==> config.mk <==
export PLATFORM = sky130hd
export DESIGN_NAME = aes_add_round_key_seq
export DESIGN_NICKNAME = d
export VERILOG_FILES = /design/src/rtl/aes_ark_pkg.sv /design/src/rtl/ark_key_store.sv /design/src/rtl/aes_add_round_key_seq.sv
export SDC_FILE = /design/constraint.sdc
export NUM_CORES = 2
export LEC_CHECK = 0
export BUFFER_PORTS_ARGS = -buffer_cell sky130_fd_sc_hd__buf_2
export CAP_MARGIN = 40
export CORE_MARGIN = 2
export CORE_UTILIZATION = 54
export CTS_CLUSTER_SIZE = 10
export DETAILED_ROUTE_END_ITERATION = 10
export GPL_TIMING_DRIVEN = 0
export PLACE_DENSITY_LB_ADDON = 0.15
export SETUP_SLACK_MARGIN = 0.05
export SLEW_MARGIN = 20
export SYNTH_ARGS = -nofsm -noshare
export SYNTH_HDL_FRONTEND = slang
export SYNTH_SLANG_ARGS = --single-unit
==> constraint.sdc <==
create_clock -name Clk -period 6 [get_ports Clk]
set_input_delay 1.5 -clock Clk [delete_from_list [all_inputs] [get_ports Clk]]
set_output_delay 1.5 -clock Clk [all_outputs]
set_load 0.005 [all_outputs]
==> src/rtl/aes_ark_pkg.sv <==
// Shared constants, FSM state type and lane-mask helper for the AddRoundKey engine.
package aes_ark_pkg;

    localparam int AES_BLOCK_W = 128;

    typedef enum logic [1:0] {
        IDLE = 2'd0,
        RUN  = 2'd1,
        DONE = 2'd2
    } ark_state_e;

    // Ones over lane [127-beat*lane_w -: lane_w]; lane 0 is the MSB lane.
    function automatic logic [AES_BLOCK_W-1:0] lane_mask(input int unsigned beat,
                                                         input int unsigned lane_w);
        logic [AES_BLOCK_W-1:0] w_top;
        w_top = ~({AES_BLOCK_W{1'b1}} >> lane_w);
        return w_top >> (beat * lane_w);
    endfunction

endpackage

==> src/rtl/ark_key_store.sv <==
// Round-key register file: one write port, one combinational read port.
// Optional ARK_KEY_ZEROIZE_EN adds a clear-all input that overrides writes.
module ark_key_store
    import aes_ark_pkg::*;
#(
    parameter  int NUM_KEYS = 11,
    localparam int KIDX_W   = $clog2(NUM_KEYS)
) (
    input  logic                   i_clk,
    input  logic                   i_rst_n,
`ifdef ARK_KEY_ZEROIZE_EN
    input  logic                   i_zeroize,
`endif
    input  logic                   i_we,
    input  logic [KIDX_W-1:0]      i_waddr,
    input  logic [AES_BLOCK_W-1:0] i_wdata,
    input  logic [KIDX_W-1:0]      i_raddr,
    output logic [AES_BLOCK_W-1:0] o_rdata
);

    logic [AES_BLOCK_W-1:0] r_mem [NUM_KEYS];
    logic                   w_clear;

`ifdef ARK_KEY_ZEROIZE_EN
    assign w_clear = !i_rst_n || i_zeroize;
`else
    assign w_clear = !i_rst_n;
`endif

    always_ff @(posedge i_clk) begin
        if (w_clear) begin
            for (int i = 0; i < NUM_KEYS; i++) begin
                r_mem[i] <= '0;
            end
        end else if (i_we && (int'(i_waddr) < NUM_KEYS)) begin
            r_mem[i_waddr] <= i_wdata;
        end
    end

    // Out-of-range indices read as zero; the caller flags them as errors anyway.
    assign o_rdata = (int'(i_raddr) < NUM_KEYS) ? r_mem[i_raddr] : '0;

endmodule

==> src/rtl/aes_add_round_key_seq.sv <==
// Sequential AddRoundKey: state XOR key[round], LANE_W bits per cycle, MSB lane first.
// Optional ARK_KEY_ZEROIZE_EN adds key_zeroize (clears keys, aborts a running block).
//
// Handshakes: a transfer happens on an edge where valid and ready are both 1;
// valid never depends on ready, and offered data is ignored while ready is 0.
module aes_add_round_key_seq
    import aes_ark_pkg::*;
#(
    parameter  int LANE_W   = 32,
    parameter  int NUM_KEYS = 11,
    localparam int KIDX_W   = $clog2(NUM_KEYS)
) (
    input  logic              Clk,
    input  logic              Reset_n,
`ifdef ARK_KEY_ZEROIZE_EN
    input  logic              key_zeroize,
`endif
    input  logic              key_we,
    input  logic [KIDX_W-1:0] key_waddr,
    input  logic [127:0]      key_wdata,
    input  logic              in_valid,
    output logic              in_ready,
    input  logic [127:0]      in_state,
    input  logic [KIDX_W-1:0] in_round,
    output logic              out_valid,
    input  logic              out_ready,
    output logic [127:0]      out_state,
    output logic              out_err,
    output logic [1:0]        o_dbg_state
);

    localparam int NBEATS = AES_BLOCK_W / LANE_W;
    localparam int BEAT_W = (NBEATS > 1) ? $clog2(NBEATS) : 1;

    localparam logic [1:0] ST_IDLE = IDLE;
    localparam logic [1:0] ST_RUN  = RUN;
    localparam logic [1:0] ST_DONE = DONE;

    logic [1:0]        r_state;
    logic [BEAT_W-1:0] r_beat;
    logic [127:0]      r_work;
    logic [127:0]      r_key;
    logic [127:0]      r_out_state;
    logic              r_out_err;

    logic [127:0]      w_key_rdata;
    logic [127:0]      w_work_next;
    logic              w_accept;
    logic              w_round_ok;
    logic              w_last_beat;

    ark_key_store #(.NUM_KEYS(NUM_KEYS)) u_key_store (
        .i_clk     (Clk),
        .i_rst_n   (Reset_n),
`ifdef ARK_KEY_ZEROIZE_EN
        .i_zeroize (key_zeroize),
`endif
        .i_we      (key_we),
        .i_waddr   (key_waddr),
        .i_wdata   (key_wdata),
        .i_raddr   (in_round),
        .o_rdata   (w_key_rdata)
    );

    assign w_accept    = in_valid && (r_state == ST_IDLE);
    assign w_round_ok  = int'(in_round) < NUM_KEYS;
    assign w_last_beat = r_beat == BEAT_W'(NBEATS - 1);
    assign w_work_next = r_work ^ (r_key & lane_mask(32'(r_beat), LANE_W));

    always_ff @(posedge Clk) begin
        if (!Reset_n) begin
            r_state     <= ST_IDLE;
            r_beat      <= '0;
            r_work      <= '0;
            r_key       <= '0;
            r_out_state <= '0;
            r_out_err   <= 1'b0;
        end else begin
            case (r_state)
                ST_IDLE: begin
                    // Snapshot reads the store before this edge's write lands.
                    if (w_accept) begin
                        r_work <= in_state;
                        r_key  <= w_key_rdata;
                        r_beat <= '0;
                        if (w_round_ok) begin
                            r_state <= ST_RUN;
                        end else begin
                            r_state     <= ST_DONE;
                            r_out_state <= in_state;
                            r_out_err   <= 1'b1;
                        end
                    end
                end
                ST_RUN: begin
                    r_work <= w_work_next;
                    r_beat <= r_beat + 1'b1;
                    if (w_last_beat) begin
                        r_state     <= ST_DONE;
                        r_out_state <= w_work_next;
                        r_out_err   <= 1'b0;
                    end
                end
                ST_DONE: begin
                    if (out_ready) begin
                        r_state <= ST_IDLE;
                    end
                end
                default: r_state <= ST_IDLE;
            endcase
`ifdef ARK_KEY_ZEROIZE_EN
            // Placed last so it wins over whatever the FSM decided this edge.
            if (key_zeroize) begin
                r_key <= '0;
                if (r_state == ST_RUN) begin
                    r_state     <= ST_DONE;
                    r_out_state <= '0;
                    r_out_err   <= 1'b1;
                end
            end
`endif
        end
    end

    assign in_ready    = (r_state == ST_IDLE);
    assign out_valid   = (r_state == ST_DONE);
    assign out_state   = r_out_state;
    assign out_err     = r_out_err;
    assign o_dbg_state = r_state;

endmodule

; ---- Yosys cells after proc, flatten, opt, wreduce, memory -nomap -nowiden
; Memory sizes are Yosys's and may differ from the RTL's.
; Cells that the tools add are included.
[totals]
elab_cells = 54
out_inout_bits = 133
ff_bits = 389
in_bits = 269
n_memories = 1
ram_bits = 1408
[op_classes]
magnitude_cmp = 2
reduce_logical = 9
add_sub_neg = 1
bitwise = 2
muxes = 25
n_shift = 1
n_eq_ne = 7
[mem_list]
columns = name, words, width, read_ports, rd_clocked_by_memory_dff, wr, line
row1 = u_key_store.r_mem, 11, 128, 1, 0, 11, ark_key_store.sv:21  ; logic [AES_BLOCK_W-1:0] r_mem [NUM_KEYS];
[op_table]
columns = operator, n
row1 = $mux 128, 6
row2 = $pmux 128 s2, 2
row3 = $and 128x128->128, 1
row4 = $reduce_or 128->1, 1
row5 = $shr 128x7->128 const A, 1
row6 = $xor 128x128->128, 1
row7 = $mux 2, 5
row8 = $lt 4x4->1 const B, 2
row9 = $mux 1, 8
row10 = $pmux 2 s3, 1
row11 = $eq 2x2->1 const B, 2
row12 = $mux 4, 1
row13 = $ne 2x1->1 const B, 2
row14 = $ne 2x2->1 const B, 2
row15 = $pmux 2 s2, 1
row16 = $reduce_and 2->1, 2
row17 = $reduce_and 4->1, 1
row18 = $reduce_and 3->1, 1
row19 = $add 2x1->2 const B, 1
row20 = $eq 2x1->1 const B, 1
row21 = $logic_and 1x1->1, 2
row22 = $logic_not 2->1, 1
row23 = $pmux 1 s2, 1
row24 = $reduce_bool 2->1, 1

; ---- Logic depth before layout (Yosys ltp)
[depth]
word_depth = 7
ltp_mapped = 8
ltp_nobuf = 6

; ---- By module
; From an unflattened synthesis, not the netlist that was laid out.
[hier_totals]
hier_cells = 6269
hier_area_um2 = 79952.9
[by_module_without_submodules]
columns = module, cells_each, seq_area_each_um2, area_each_um2, n_inst
row1 = ark_key_store, 4254, 40999.3, 63139.3, 1
row2 = aes_add_round_key_seq, 2015, 7787.5, 16813.6, 1

; ---- Worst setup path before layout
; OpenSTA, ideal clock, no wires.
[synth_path]
path_kind = input -> register
startpoint = input key_waddr[0]
endpoint = memory u_key_store.r_mem[8][0] (enable)
t_required_ps = 4892
setup_ps = 1108
path_buffers = 3
arrival_time_ps = 4669
cell_stages = 6
slack_ps = 223
cell_sequence = clkbuf_2 and3b_1 nand2_1 clkbuf_1 clkbuf_1 nand2_1
[synth_lines]
columns = element, line
row1 = "start, declared", aes_add_round_key_seq.sv:19  ; input logic [KIDX_W-1:0] key_waddr,
row2 = "end, declared", ark_key_store.sv:21

==> results.cfg <==
[clock_network]
clockBufferDepth = 3
tritoncts = built
post-cts-setup-buffer-count = 0
cts_hold_buf = 0
cts_sinks = 1797
cts.root.buffer_cell = clkbuf_16
cts_buffers = 200
cts_resized = 0
clk_latency_ps = 830
h-tree-depth = 4
clkTransAtPathRegs_ps = 50

[sta]
whs_ps = 455
finalSetupViolations = 0
fin_setup_tns_ps = 0
slew_headroom_pct = 35.5
finalCritPeriodShare_pct = 65.2
skew_ps = 25.2
fmax_ghz = 0.256
hold_violations = 0
worstMarginPinSlew_ps = 964
rsz0062_at_grt = no
period_minus_slack_ps = 3910
drv_slew = 0

[detailed_routing]
viasPerCell = 5.92
dr.pass1.iters = 6
initialDrtViolationCount = 5636
drc_errors = 0
avgRoutedWirePerCell_um = 26.1
antenna_left = 0
vias = 52000
wirelength_um = 229000

[floorplan]
dieWidth_um = 380
rows = 138
die_y_um = 380
start_util_pct = 54.2
coreArea_sq_um = 141000
io_pins = 402
dieArea_sq_um = 144000

[grt]
track_usage_pct = 31.0
grt_max_degree = 45
antenna_found_initial = 17
gr-total-overflow = 0
grt_pass1_wl_um = 331000
grt_pass1_vias = 51000

[cells_and_area]
drive_gt1_share_pct = 18.2
design_area_sq_um = 87900
fin_util_pct = 62.4
fillers = 11100
syn_to_final_growth_pct = 15.0
fin_nets = 6985

[worst_setup_path]
reg2reg_to = out_state[32]$_SDFFE_PN0P_
r2r_slack_ps = 2930
startpoint = Reset_n
r2r.worst_path.cells = 9
critPathKind = input port to flop
rr_startpoint = r_beat[0]$_SDFFE_PN0P_
arrival_ps = 4400
timing.critical_path.to = u_key_store.r_mem[4][49]$_SDFFCE_PN0P_
cp.required_ps = 6480
crit_path_start_kind = input port
worst_setup_path_end_kind = flop
cp_max_fo = 44

[logic_synthesis]
synth_top_family_by_area = multiplexers
synthFlopType = edfxtp_1
synth_enable_flop_cells = 1280
syn_nets = 6341
synth-seq-cells = 1797
synthMuxAreaShare_pct = 10.8
synth_compound_area_share_pct = 10.3
synthSimpleGateAreaFrac_pct = 9.23
synthCells = 6068
synth_xor_area_share_pct = 1.47
synth_fa_ha_area_share_pct = 0.0655
async_flop_share_pct = 0
yosys_warnings = 0
netlist_area_sq_um = 76400
avgSynthCellArea_sq_um = 12.6
yosysUniqueCellTypes = 53
ys_seq_area_share_pct = 63.9

[placement]
hpwl_um = 158000
place_area_sq_um = 81900
place.gp.congestion = 0.835
port-buffer-count = 395

[outcome]
status = finished, final reports clean

[power_and_ir_drop]
power_mw = 28.2
peakVddDrop_v = 0.000228
power_leakage_nw = 32.2
p_per_area_nw_per_um2 = 321

[hold_path]
hold_class = flop to flop

[flow_run]
cap_violations = 0
==> per-layer routing <==
metal	global-route usage [%]	part of all wire, %
met1	41.6	40
met5	0	0.019
met3	6.11	9.2
met4	12.2	3.7
met2	49.9	47
==> report_power, final <==
| part | internal (mW) | leakage, nW | switching (mW) |
|---|---|---|---|
| logic | 0.976 | 12.9 | 1.62 |
| registers | 14.0 | 16.4 | 0.301 |
| clock network | 6.47 | 2.81 | 4.83 |
==> Yosys cell counts, types with 3 or more instances <==
cell	count	area, sq um
buf_6	25	282
buf_1	26	97.6
o221ai_1	127	1110
edfxtp_1	1280	38400
a221oi_2	56	841
nand3_1	7	35.0
a21boi_0	78	586
nor2b_1	7	43.8
dfxtp_1	517	10300
buf_2	204	1020
buf_12	11	220
nand2_1	488	1830
mux2_1	17	191
xnor2_1	128	1120
nor2_1	1211	4550
mux2_2	5	56.3
o221a_2	35	394
nand2_2	67	419
o21ai_0	104	521
inv_1	131	492
o2bb2ai_1	129	1130
o221a_1	92	1040
clkbuf_4	5	37.5
a21oi_1	52	260
nand3b_1	3	22.5
clkbuf_1	215	807
mux2i_1	641	6420
ha_1	4	50.1
o21ai_1	26	130
a221oi_1	199	1740
mux2_4	105	1580
buf_4	41	308
==> state kept, by name, indices dropped and copies added, names as in the netlist <==
register	count
o_dbg_state	2
u_key_store.r_mem	1408
r_key	128
out_state	128
r_work	128
r_beat	2
out_err	1
==> final cells by class <==
cell class	instances	area, sq um	area share, %
sequential	1797	48800	55.5
multi-input combinational	3609	24400	27.7
clock buffer	364	5820	6.62
timing repair buffer	442	3080	3.50
buffer	531	2830	3.22
tap	1890	2360	2.69
inverter	131	492	0.560
clock inverter	9	92.6	0.105
antenna	10	25.0	0.0285
==> critical path, stage by stage <==
cell	delay, ps
buf_2	80
buf_2	240
nand2_1	160
a211oi_2	290
nand2_1	150
clkbuf_1	320
clkbuf_1	390
nand2_4	580
buf_12	290
buf_16	300
==> cells by family after synthesis <==
logic type      Yosys count
flops                  1797
mux                     768
fa+ha+maj                 4
buf+inv                 662
compound gates          908
xor+xnor                128
simple gates           1801
==> metrics by stage <==
| stage | cells | setup WS (ps) |
|---|---|---|
| after floorplan | 6068 | 223 |
| after global placement | 8353 | -3490 |
| after detailed placement | 8398 | 1280 |
| after CTS | 8771 | 2150 |
| after global routing | 8777 | 1950 |
| final | 8783 | 2090 |
==> worst min-delay path by stage <==
stage                                 from                          end  slack, ps  depth (start not counted)
2_1_floorplan     r_work[107]$_SDFFE_PN0P_     r_work[107]$_SDFFE_PN0P_        440                          2
3_3_place_gp   out_state[104]$_SDFFE_PN0P_  out_state[104]$_SDFFE_PN0P_        440                          1
3_5_place_dp   out_state[127]$_SDFFE_PN0P_  out_state[127]$_SDFFE_PN0P_        440                          1
4_1_cts        out_state[127]$_SDFFE_PN0P_  out_state[127]$_SDFFE_PN0P_        460                          1
5_1_grt        out_state[110]$_SDFFE_PN0P_  out_state[110]$_SDFFE_PN0P_        470                          1
6_report       out_state[127]$_SDFFE_PN0P_  out_state[127]$_SDFFE_PN0P_        460                          1
==> cells in the final DEF (no fill, tap or decap), types with 67 or more instances in the layout <==
| master | n |
|---|---|
| o221a_1 | 92 |
| xnor2_1 | 128 |
| a221oi_1 | 199 |
| inv_1 | 131 |
| clkbuf_16 | 208 |
| a21boi_0 | 78 |
| dfxtp_1 | 517 |
| clkbuf_1 | 353 |
| edfxtp_1 | 1280 |
| mux2i_1 | 641 |
| nand2_2 | 67 |
| o21ai_0 | 104 |
| buf_2 | 599 |
| o2bb2ai_1 | 129 |
| o221ai_1 | 127 |
| nand2_1 | 478 |
| mux2_4 | 105 |
| nor2_1 | 1211 |
Power figures use the tool's default switching activity.
